File: src/rtl/bram_arb_pkg.sv
// Shared types and constants for the two-port block RAM arbiter.
package bram_arb_pkg;

  typedef enum logic [1:0] {
    IDLE  = 2'd0,
    OWN_P = 2'd1,
    OWN_U = 2'd2
  } arb_state_e;

  localparam int PORT_U     = 0;
  localparam int PORT_P     = 1;
  localparam int CONFLICT_W = 16;

  function automatic logic [CONFLICT_W-1:0] sat_inc(input logic [CONFLICT_W-1:0] value);
    if (value == {CONFLICT_W{1'b1}}) begin
      sat_inc = value;
    end else begin
      sat_inc = value + CONFLICT_W'(1);
    end
  endfunction

endpackage

File: src/rtl/bram_arbiter.sv
// Arbitrates a UART read/write port and a pattern-generator read port onto one
// block RAM, favouring the pattern port but bounding how long the UART can starve.
module bram_arbiter
  import bram_arb_pkg::*;
#(
  parameter int RAM_ADDR_BITS = 8,
  parameter int RAM_WIDTH     = 8,
  parameter int MAX_WAIT      = 4
) (
  input  logic                     clk,
  input  logic                     rst_sync,
  input  logic                     u_req,
  input  logic                     u_we,
  input  logic [RAM_ADDR_BITS-1:0] u_addr,
  input  logic [RAM_WIDTH-1:0]     u_wdata,
  output logic                     u_gnt,
  output logic                     u_rvalid,
  output logic [RAM_WIDTH-1:0]     u_rdata,
  input  logic                     p_req,
  input  logic [RAM_ADDR_BITS-1:0] p_addr,
  output logic                     p_gnt,
  output logic                     p_rvalid,
  output logic [RAM_WIDTH-1:0]     p_rdata,
  output logic                     ram_write_enable,
  output logic                     ram_read_enable,
  output logic [RAM_ADDR_BITS-1:0] ram_address,
  output logic [RAM_WIDTH-1:0]     ram_write_data,
  input  logic [RAM_WIDTH-1:0]     ram_read_data,
  output logic [CONFLICT_W-1:0]    conflict_count
);

  localparam logic [3:0] MAX_WAIT_C = 4'(MAX_WAIT);

  arb_state_e            state_r;
  arb_state_e            state_nxt_s;
  logic                  rd_tag_r;
  logic                  rd_nxt_s;
  logic [3:0]            starve_cnt_r;
  logic [3:0]            starve_nxt_s;
  logic [CONFLICT_W-1:0] conflict_cnt_r;
  logic [1:0]            gnt_s;

  // Grant decision: pattern port wins a conflict until the UART has waited MAX_WAIT cycles.
  always_comb begin
    gnt_s = 2'b00;
    if (rst_sync) begin
      gnt_s = 2'b00;
    end else if (u_req && p_req) begin
      if (starve_cnt_r == MAX_WAIT_C) begin
        gnt_s[PORT_U] = 1'b1;
      end else begin
        gnt_s[PORT_P] = 1'b1;
      end
    end else if (p_req) begin
      gnt_s[PORT_P] = 1'b1;
    end else if (u_req) begin
      gnt_s[PORT_U] = 1'b1;
    end else begin
      gnt_s = 2'b00;
    end
  end

  // RAM command driven straight from the grant so every cycle can carry an access.
  always_comb begin
    ram_address = u_addr;
    if (gnt_s[PORT_P]) begin
      ram_address = p_addr;
    end else begin
      ram_address = u_addr;
    end
  end

  assign u_gnt            = gnt_s[PORT_U];
  assign p_gnt            = gnt_s[PORT_P];
  assign ram_write_enable = gnt_s[PORT_U] & u_we;
  assign ram_read_enable  = gnt_s[PORT_P] | (gnt_s[PORT_U] & ~u_we);
  assign ram_write_data   = u_wdata;

  // Next owner, response tag and starvation count.
  always_comb begin
    state_nxt_s  = IDLE;
    rd_nxt_s     = 1'b0;
    starve_nxt_s = 4'd0;
    if (gnt_s[PORT_P]) begin
      state_nxt_s = OWN_P;
      rd_nxt_s    = 1'b1;
    end else if (gnt_s[PORT_U]) begin
      state_nxt_s = OWN_U;
      rd_nxt_s    = ~u_we;
    end else begin
      state_nxt_s = IDLE;
      rd_nxt_s    = 1'b0;
    end
    if (u_req && !gnt_s[PORT_U]) begin
      starve_nxt_s = starve_cnt_r + 4'd1;
    end else begin
      starve_nxt_s = 4'd0;
    end
  end

  // State registers with synchronous reset.
  always_ff @(posedge clk) begin
    if (rst_sync) begin
      state_r        <= IDLE;
      rd_tag_r       <= 1'b0;
      starve_cnt_r   <= 4'd0;
      conflict_cnt_r <= {CONFLICT_W{1'b0}};
    end else begin
      state_r      <= state_nxt_s;
      rd_tag_r     <= rd_nxt_s;
      starve_cnt_r <= starve_nxt_s;
      if (u_req && p_req) begin
        conflict_cnt_r <= sat_inc(conflict_cnt_r);
      end else begin
        conflict_cnt_r <= conflict_cnt_r;
      end
    end
  end

  // A response still in flight when reset arrives is suppressed rather than delivered.
  assign u_rvalid       = ~rst_sync & rd_tag_r & (state_r == OWN_U);
  assign p_rvalid       = ~rst_sync & rd_tag_r & (state_r == OWN_P);
  assign u_rdata        = u_rvalid ? ram_read_data : {RAM_WIDTH{1'b0}};
  assign p_rdata        = p_rvalid ? ram_read_data : {RAM_WIDTH{1'b0}};
  assign conflict_count = conflict_cnt_r;

endmodule

File: config.mk
export PLATFORM = sky130hd
export DESIGN_NAME = bram_arbiter
export DESIGN_NICKNAME = d
export VERILOG_FILES = /design/src/rtl/bram_arb_pkg.sv /design/src/rtl/bram_arbiter.sv
export SDC_FILE = /design/constraint.sdc
export NUM_CORES = 1
export LEC_CHECK = 0
export BUFFER_PORTS_ARGS = -buffer_cell sky130_fd_sc_hd__buf_2
export CAP_MARGIN = 15
export CORE_UTILIZATION = 42
export CTS_CLUSTER_SIZE = 25
export DETAILED_ROUTE_END_ITERATION = 10
export PLACE_DENSITY = 0.85
export SYNTH_ARGS = -nofsm -noshare
export SYNTH_HDL_FRONTEND = slang
export SYNTH_SLANG_ARGS = --single-unit
File: constraint.sdc
create_clock -name clk -period 1.95 [get_ports clk]
set_input_delay 0.195 -clock clk [delete_from_list [all_inputs] [get_ports clk]]
set_output_delay 0.195 -clock clk [all_outputs]
set_load 0.01 [all_outputs]
==> results of run 1 <==
==> cells in the final DEF, fill, tap and decap left out, drive strengths merged, types with 2 or more instances in the layout <==
cell type | synthesis | final
ha | 3 | 3
xor2 | 2 | 2
mux2 | 9 | 9
inv | 11 | 11
and3 | 2 | 2
o211a | 3 | 3
o21ai | 9 | 9
nand4 | 9 | 9
and2 | 18 | 18
clkbuf | 3 | 4
xnor2 | 2 | 2
nor2b | 2 | 2
nand2 | 5 | 5
nor4 | 2 | 2
buf | 10 | 87
nor4bb | 2 | 2
or3 | 6 | 6
dfxtp | 23 | 23
nand3 | 6 | 6
a21oi | 9 | 9
or4 | 6 | 6
nor2 | 10 | 10
mux2i | 2 | 2
o31ai | 4 | 4
==> sequential cells by signal, indices dropped and copies added, names as in the netlist <==
| signal | cells |
|---|---|
| starve_cnt_r | 4 |
| state_r | 2 |
| rd_tag_r | 1 |
| conflict_count | 16 |
==> kinds of logic (layout without fill, tap and decap cells) <==
group	after synthesis	after routing
AO/OA/AOI/OAI	29	29
XOR/XNOR	4	4
adder cells (fa/ha/maj)	3	3
buffers and inverters	24	102
flip-flops	23	23
multiplexers	11	11
AND/OR/NAND/NOR	70	70
==> report_power, final <==
group          total, µW  switching [µW]  internal, µW
sequential           482            4.78           477
combinational        162            71.4          90.3
clock                227             147          80.1
total                870             223           648
==> worst max path at each step <==
| stage | from | end | slack [ps] |
|---|---|---|---|
| 3_5_place_dp | conflict_count[1] | conflict_count[1] | 100 |
| 3_3_place_gp | conflict_count[1] | conflict_count[1] | 180 |
| 4_1_cts | starve_cnt_r[1] | ram_address[5] | -60 |
| 5_1_grt | starve_cnt_r[1] | ram_address[5] | -140 |
| 6_report | starve_cnt_r[0] | ram_address[5] | -60 |
| 2_1_floorplan | conflict_count[5] | conflict_count[15] | 190 |
==> worst register-to-register path, cell delays in order (launching register included) <==
cell and delay (ps):
dfxtp_1 370, ha_1 240, nand3_2 160, o41ai_4 110, buf_4 160, or4_2 600
a21oi_1 150
==> routing by layer <==
layer	share of wire, %	routed length [µm]	vias up	GRT usage [%]
met5	0	0	-	0
met4	2.0	74	0	8.12
met3	5.3	193	9	4.26
met2	52	1880	59	36.6
met1	41	1510	695	23.9
li1	-	-	744	-
==> final cells by class <==
type	count	area [µm²]	share of cell area (%)
Timing Repair Buffer	87	529	26.4
Inverter	11	41.3	2.06
Sequential cell	23	463	23.1
Tap cell	44	55.1	2.75
Multi-Input combinational cell	117	890	44.4
Clock buffer	4	26.3	1.31
==> through the flow <==
step | std cells | utilization [%] | setup TNS [ps] | hold WS, ps | instance area (µm²)
final | 286 | 63.6 | -282 | 102 | 2000
after global routing | 286 | 63.6 | -1020 | 106 | 2000
after CTS | 285 | 62.4 | -303 | 75.3 | 1970
after detailed placement | 276 | 58.2 | 0 | 390 | 1840
after global placement | 276 | 58.2 | 0 | 390 | 1840
after floorplan | 164 | - | 0 | 306 | 1450
==> timing repair <==
item                                    in CTS  in global routing
gates resized for setup                     19                  7
endpoints found under the setup margin       8                 15
buffers inserted                             4                  1
gates cloned                                 1                  0
pin swaps                                    2                  1
hold endpoints to repair                     0                  0
==> reports/qor.csv, run 1 <==
stage;metric;value;unit
synth;synth-edff-count;0;
clocking;cts_buffer_depth;2;
synth;synth_fa_ha_area_share;2.60;%
synth;synthMuxAreaShare;8.40;%
sta;rsz0062_at_grt;true;
synth;synth_top_family_by_area;simple AND/OR/NAND/NOR gates;
synth;synth-compound-area-share;13.9;%
routing;vias;1507;
routing;drcViolationCount;0;
placed_design;pre_cts_ws;95.1;ps
pwr;irDropWorstVdd;0.000401;V
clocking;numCtsBuffers;3;
floorplanning;die_x;60.7;µm
routing;drt_iter0_markers;83;
worst_hold_path;min_path_type;in -> reg;
synth;synth_seq_cells;23;
flow_run;drv_cap;0;
layout;layout-drive-gt1-share;50.8;%
global_routing;grt_start_max_net_pins;19;
sta;relSlewSlack;67.7;%
global_routing;grt_pass1_vias;1315;
critical_path;worstSetupStartpointType;register;
placed_design;port_buffers;74;
synth;synth_most_common_cell;dfxtp_1;
critical_path;r2r_end;conflict_count[7];
layout;syn2layout_area_growth;38.7;%
worst_hold_path;min_from;u_we;
clocking;hold_buffers;0;
synth;synth.avg_cell_area;8.81;µm²
synth;synth-simple-area-share;31.9;%
critical_path;end_kind;output pin;
critical_path;slowest_delay;360;ps
synth;synth_common_cells;dfxtp_1 (23), and2_1 (17), inv_1 (11);
synth;ys_seq_area_share;31.9;%
synth;mappedNetlistArea;1450;µm²
pwr;p_per_area;434;nW/µm²
critical_path;path_common_cell;buf_6;
routing;firstDrtPassIters;4;
floorplanning;start_util;45.8;%
synth;syn_inst;164;
critical_path;r2r-start;conflict_count[1];
layout;insertedDiodeCount;0;
sta;hold_violations;0;
global_routing;antenna_found_initial;0;
outcome;violations;negative setup slack;
synth;synthTopCellsByArea;dfxtp_1 (32%), and2_1 (7.4%), mux2_2 (6.2%), buf_4 (4.2%), a21oi_1 (3.1%);
critical_path;cp.buffers_inverters;3;
clocking;clkLatencyLatePin;320;ps
critical_path;path_cells;inv_2, ha_4, and3b_2, nand2_2, nand3_2, buf_6, mux2_4, buf_6;
floorplanning;core-area;3150;µm²
synth;async_flop_share;0;%
sta;fmax;0.497;GHz
global_routing;grt_pass1_wl;5620;µm
routing;drtAntennaViolNets;0;
floorplanning;fp.dieH;60.7;µm
global_routing;grt_overflow;0;
critical_path;slowest_stage;dfxtp_2;
critical_path;rrSetupSlack;120;ps
routing;viasPerCell;5.27;
layout;nNetsFinal;283;
synth;ys.warnings.count;0;
synth;ys.flop_type;dfxtp_1;
critical_path;cp.arrival;1820;ps
critical_path;crit_type;reg -> out;
synth;syn-num-nets;204;
synth;ys_types;43;
synth;synth_largest_area_cell;dfxtp_1;
synth;synth_top_area_share;31.9;%
global_routing;grt_usage;20.5;%
layout;filler_cell_count;287;
sta;period_share;103;%
pwr;p_leak;0.00101;µW
sta;finalMaxSlewViolations;0;
routing;avgRoutedWirePerCell;12.8;µm
routing;finalWirelength;3660;µm
outcome;outcome;complete, but fails checks;
clocking;h-tree-depth;1;
critical_path;critical_path_required;1750;ps
pwr;total_power;870;µW
sta;fin_skew;4.07;ps
placed_design;gp_congestion;0.755;
clocking;cts_sinks;23;
critical_path;crit_fanout;6;
synth;synth-xor-area-share;2.42;%
critical_path;path_delay_family;simple AND/OR/NAND/NOR gates;
sta;tightest_slew;481;ps
sta;worst_slack;-60.3;ps
clocking;cts_tree;built;
clocking;clkSlewWorstSetupHoldPaths;120;ps
sta;setup_viol;8;
floorplanning;rows;20;
sta;fin_crit;2010;ps
floorplanning;dieArea;3680;µm²
worst_hold_path;hold_end;rd_tag_r;
critical_path;cp_num_cells;8;
critical_path;reg2regPathDepth;6;
worst_hold_path;min_path_cells;2;
clocking;root_buffer;clkbuf_4;
placed_design;dp_hpwl;2650;µm
floorplanning;io_pins;91;
No activity file was read; power rests on OpenSTA's default activity.
==> run 2, diff against run 1 <==
Settings changed: CELL_PAD_IN_SITES_DETAIL_PLACEMENT from default to 1, CELL_PAD_IN_SITES_GLOBAL_PLACEMENT from default to 1, CORE_UTILIZATION 42 to 29.
==> run 2 against run 1 <==
  * The run now ends clean
  * Critical path depth is the same
  * Sequential share of layout area shrank 0.89 points
  * Non-clock buffer count grew 4
  * Fmax grew 3.7%
  * Combinational power is essentially flat
  * Count of clock-buffer cells in the layout is the same
  * Global-route usage shrank 3.8 points
  * Register-to-register slack gained 20 ps
  * First-iteration DRC count shrank 60%
  * Clock power grew 38%
  * Core utilization shrank 20 points
==> reports/qor.csv, run 2 (same netlist as run 1, synthesis figures left out) <==
stage;metric;value;unit;change
global_routing;grt_overflow;0;;unchanged
placed_design;dpl_cell_area;1900;µm²;+3.6%
routing;drtAntennaViolNets;0;;unchanged
layout;largest_reg_flops;16;;unchanged
global_routing;grt_usage;16.7;%;-3.8 points
critical_path;critical_path_required;1750;ps;about the same
clocking;cts_buffer_depth;2;;unchanged
pwr;p_per_area;458;nW/µm²;+5.6%
critical_path;cp.arrival;1740;ps;-80 ps
floorplanning;start_util;30.4;%;-15 points
placed_design;port_buffers;74;;unchanged
sta;hold_violations;0;;unchanged
critical_path;crit_type;reg -> out;;
layout;layout-drive-gt1-share;50.8;%;about the same
placed_design;dp_hpwl;3200;µm;+21%
layout;nNetsFinal;287;;+1.4%
global_routing;antenna_found_initial;0;;unchanged
floorplanning;fp.dieH;72.6;µm;+20%
global_routing;grt_pass1_wl;6800;µm;+21%
routing;avgRoutedWirePerCell;13.7;µm;+6.8%
clocking;cts_tree;built;;
layout;final_cell_area;2080;µm²;+4.0%
layout;final_cell_mix;buf_2 (66), dfxtp_1 (21), and2_1 (17);;
critical_path;rrSetupSlack;140;ps;+20 ps
outcome;outcome;finished clean;;
global_routing;grt_start_max_net_pins;19;;unchanged
clocking;numCtsBuffers;3;;unchanged
layout;filler_cell_count;598;;+110%
routing;firstDrtPassIters;4;;unchanged
critical_path;worstSetupStartpointType;register;;
worst_hold_path;hold_end;rd_tag_r;;
routing;drcViolationCount;0;;unchanged
routing;viasPerCell;4.98;;-5.4%
sta;relSlewSlack;65.8;%;-1.8 points
placed_design;gp_congestion;0.791;;+4.8%
layout;final_common_cell;buf_2;;
floorplanning;core-area;4750;µm²;+51%
sta;tightest_slew;505;ps;+23.7 ps
flow_run;drv_cap;0;;unchanged
critical_path;reg2regPathDepth;5;;-1
clocking;cts_sinks;23;;unchanged
critical_path;r2r_end;conflict_count[1];;
sta;rsz0062_at_grt;true;;
sta;fin_crit;1940;ps;-71.9 ps
floorplanning;die_x;72.6;µm;+20%
clocking;clkLatencyLatePin;280;ps;-40 ps
critical_path;r2r-start;conflict_count[1];;
global_routing;grt_pass1_vias;1532;;+17%
clocking;h-tree-depth;1;;unchanged
layout;insertedDiodeCount;0;;unchanged
sta;fmax;0.516;GHz;+3.7%
critical_path;crit_fanout;6;;unchanged
sta;setup_viol;0;;-8
layout;syn2layout_area_growth;44.2;%;
worst_hold_path;min_from;u_we;;
worst_hold_path;min_path_cells;2;;unchanged
sta;finalMaxSlewViolations;0;;unchanged
clocking;root_buffer;clkbuf_8;;
critical_path;cp-startpoint;starve_cnt_r[1];;
routing;vias;1560;;+3.5%
routing;finalWirelength;4270;µm;+17%
critical_path;end_kind;output pin;;
pwr;p_leak;0.00105;µW;+4.7%
floorplanning;rows;25;;+25%
floorplanning;io_pins;91;;unchanged
worst_hold_path;min_path_type;in -> reg;;
sta;period_share;99.4;%;-3.7 points
sta;fin_skew;4.00;ps;-0.0704 ps
pwr;irDropWorstVdd;0.000215;V;-46%
clocking;clkSlewWorstSetupHoldPaths;90;ps;-30 ps
floorplanning;dieArea;5270;µm²;+43%
routing;drt_iter0_markers;33;;-60%
sta;finalSetupTns;0;ps;+282 ps
==> run 2: layout make-up <==
| cell class | count | area (µm²) | area share (%) |
|---|---|---|---|
| Multi-Input combinational cell | 117 | 896 | 43.0 |
| Timing Repair Buffer | 91 | 556 | 26.7 |
| Sequential cell | 23 | 463 | 22.2 |
| Tap cell | 67 | 83.8 | 4.02 |
| Clock buffer | 4 | 45.0 | 2.16 |
| Inverter | 11 | 41.3 | 1.98 |
==> run 2: timing repair <==
item,4_1_cts,5_1_grt
gates resized for setup,12,12
cloned,1,0
buffers inserted,3,1
hold buffers,0,0
setup endpoints to repair,8,15
pin swaps,2,2
==> run 2: worst max path at each step <==
stage | endpoint | slack [ps] | depth (start not counted)
after floorplan | conflict_count[15] | 190 | 4
after global placement | conflict_count[1] | 160 | 5
after detailed placement | conflict_count[1] | 80 | 5
after CTS | ram_address[5] | 3 | 8
after global routing | ram_address[7] | -60 | 8
final | ram_address[6] | 10 | 8
==> run 2: power by group <==
part	internal, µW	leakage (µW)	switching, µW
registers	477	0.000187	4.55
logic	90.1	0.000843	70.7
clock network	147	0.0000228	167
total	713	0.00105	242
==> run 2: per-stage QoR <==
step	setup WS [ps]	hold WS [ps]	instances	total power, µW	utilization, %
global route	-60.0	192	313	998	43.8
global placement	164	390	304	618	40.0
detailed placement	77.3	390	304	623	40.0
finish	11.7	164	313	956	43.8
floorplan	189	306	164	573	-
CTS	2.68	157	312	949	42.4
==> run 2: worst max-delay path, stage by stage (launching register included) <==
cell and delay (ps):
dfxtp_2 350, inv_2 30, ha_2 160, and3b_2 200, nand2_2 70, nand3_4 80, buf_6 150, mux2_4 300
buf_6 120
==> run 2: layer usage <==
metal	share of wire [%]	up-vias	wire length (µm)	GRT usage (%)
met5	0	-	0	0
met4	1.5	0	62	6.97
met3	5.6	5	238	4.56
met2	52	58	2230	29.9
met1	41	745	1750	18.5
li1	-	752	-	-
==> run 3, diff against run 2 <==
Settings changed: CELL_PAD_IN_SITES_DETAIL_PLACEMENT 1 to default, CELL_PAD_IN_SITES_GLOBAL_PLACEMENT 1 to default, CORE_MARGIN from default to 10, CORE_UTILIZATION 29 to 42.
==> run 3 against run 2 <==
  * The flow now finishes with violations (negative setup slack)
  * Count of clock-buffer cells in the layout unchanged
  * Sequential power about the same
  * Die area increased by 17%
  * Largest cell class unchanged
  * Highest routed layer unchanged
==> reports/qor.csv, run 3 (same netlist as run 1, synthesis figures left out) <==
stage;metric;value;unit;change
outcome;outcome;complete, but fails checks;;
outcome;violations;negative setup slack;;
pwr;p_per_area;425;nW/µm²;-7.4%
routing;viasPerCell;5.13;;+2.9%
critical_path;worstSetupStartpointType;register;;
placed_design;gp_congestion;0.754;;-4.6%
critical_path;crit_fanout;6;;unchanged
layout;final_cell_mix;buf_2 (66), dfxtp_1 (21), and2_1 (17);;
global_routing;met3_usage;8.43;%;+3.9 points
routing;vias;1488;;-4.6%
global_routing;use_met1;12.5;%;-5.9 points
critical_path;path_delay_family;simple AND/OR/NAND/NOR gates;;
sta;finalMaxSlewViolations;0;;unchanged
routing;firstDrtPassIters;6;;+2
global_routing;grt_start_max_net_pins;19;;unchanged
critical_path;cp.arrival;1810;ps;+70 ps
global_routing;grt.busiest_layer;met2;;
layout;insertedDiodeCount;0;;unchanged
floorplanning;io_pins;91;;unchanged
sta;period_share;103;%;+3.4 points
global_routing;grt_pass1_wl;6560;µm;-3.6%
layout;final_common_cell;buf_2;;
sta;hold_violations;0;;unchanged
sta;holdWs;105;ps;-58.3 ps
global_routing;use_met2;21.9;%;-8.0 points
critical_path;slowest_delay;350;ps;about the same
layout;layout-drive-gt1-share;51.2;%;+0.42 points
routing;drcViolationCount;0;;unchanged
clocking;h-tree-depth;1;;unchanged
floorplanning;die_x;78.7;µm;+8.4%
sta;tightest_slew;474;ps;-30.4 ps
global_routing;grt_pass1_vias;1420;;-7.3%
critical_path;cp.buffers_inverters;3;;unchanged
routing;drt_iter0_markers;88;;+170%
floorplanning;dieArea;6190;µm²;+17%
clocking;clkLatencyLatePin;300;ps;+20 ps
clocking;numCtsBuffers;3;;unchanged
routing;drtAntennaViolNets;0;;unchanged
sta;relSlewSlack;67.9;%;+2.1 points
clocking;clkSlewWorstSetupHoldPaths;120;ps;+30 ps
clocking;cts_sinks;23;;unchanged
global_routing;grt_usage;12.7;%;-4.0 points
layout;syn2layout_area_growth;42.0;%;
clocking;cts_buffer_depth;2;;unchanged
sta;fmax;0.499;GHz;-3.3%
global_routing;grt_overflow;0;;unchanged
routing;avgRoutedWirePerCell;14.7;µm;+7.5%
placed_design;dp_hpwl;3210;µm;+0.27%
sta;worst_slack;-54.9;ps;-66.6 ps
sta;fin_crit;2000;ps;+66.6 ps
sta;fin_skew;0.934;ps;-3.07 ps
sta;rsz0062_at_grt;true;;
layout;nNetsFinal;285;;-0.70%
critical_path;end_kind;output pin;;
critical_path;crit_type;reg -> out;;
floorplanning;start_util;43.3;%;+13 points
critical_path;path_cells;inv_2, ha_4, and3b_2, nand2_2, nand3_4, buf_8, mux2_4, buf_6;;
routing;finalWirelength;4260;µm;-0.37%
placed_design;port_buffers;74;;unchanged
floorplanning;fp.dieH;78.7;µm;+8.4%
floorplanning;rows;21;;-16%
critical_path;critical_path_required;1750;ps;about the same
floorplanning;core-area;3340;µm²;-30%
layout;largest_reg_flops;16;;unchanged
pwr;p_leak;0.00104;µW;-0.93%
global_routing;antenna_found_initial;0;;unchanged
sta;setup_viol;8;;+8
clocking;root_buffer;clkbuf_4;;
worst_hold_path;min_path_type;in -> reg;;
clocking;cts_tree;built;;
flow_run;drv_cap;0;;unchanged
sta;finalSetupTns;-318;ps;-318 ps
pwr;irDropWorstVdd;0.000420;V;+95%
clocking;hold_buffers;0;;unchanged
critical_path;slowest_stage;dfxtp_2;;
==> run 3: cell types whose count changed in the layout (fill, tap and decap cells not counted) <==
cell,before,now
inv_1,9,8
clkbuf_8,3,0
mux2_2,6,2
buf_4,15,12
mux2_4,2,6
nor4_2,0,1
ha_2,1,0
inv_2,2,3
ha_4,0,1
o21ai_0,9,8
o21ai_2,0,1
buf_8,0,1
clkbuf_4,0,3
nor4_4,1,0
==> run 3: timing repair <==
| item | in CTS | in global routing |
|---|---|---|
| buffers inserted | 4 | 2 |
| endpoints found under the setup margin | 9 | 15 |
| gates cloned | 1 | 0 |
| resized for setup | 18 | 15 |
| pin swaps | 1 | 2 |
==> run 3: routing by layer <==
layer	wire length (µm)	vias to the layer above
met4	20	0
met3	522	4
met1	1550	680
met2	2160	60
li1	-	744
met5	0	-
==> run 3: path summary, 6_finish.rpt <==
check,slack [ps],startpoint,endpoint,cells past startpoint
setup / recovery,-50,starve_cnt_r[1],ram_address[1],8
hold / removal,110,u_we,rd_tag_r,2
setup reg to reg,130,conflict_count[1],conflict_count[7],6
hold reg to reg,520,starve_cnt_r[3],starve_cnt_r[3],2
==> run 3: layout make-up <==
| cell class | instances | area [µm²] |
|---|---|---|
| repair buffers | 89 | 548 |
| fillers | 313 | 1280 |
| well taps | 46 | 57.6 |
| inverters | 11 | 41.3 |
| flip-flops and latches | 23 | 463 |
| clock buffers | 4 | 26.3 |
| multi-input cells | 117 | 916 |
==> run 3: power by group <==
| group | internal [µW] | switching, µW |
|---|---|---|
| Sequential | 477 | 4.04 |
| Clock | 79.8 | 139 |
| Combinational | 96.9 | 74.8 |
| Total | 654 | 217 |
==> run 3: worst reg2reg max path, cell delays in order, from the launching register on <==
cell,delay (ps)
dfxtp_1,370
ha_1,240
nand3_2,150
o41ai_4,90
buf_4,170
or4_2,600
a21oi_1,150
==> run 3: per-stage QoR <==
step / instances / setup slack [ps] / total power (µW) / area, µm² / util [%]
6_report: 290 / -54.9 / 871 / 2050 / 61.5
2_1_floorplan: 164 / 189 / 573 / 1450 / -
5_1_grt: 290 / -141 / 925 / 2050 / 61.5
3_5_place_dp: 279 / 100 / 621 / 1850 / 55.3
4_1_cts: 288 / -64.9 / 866 / 1980 / 59.4
3_3_place_gp: 279 / 175 / 618 / 1850 / 55.3
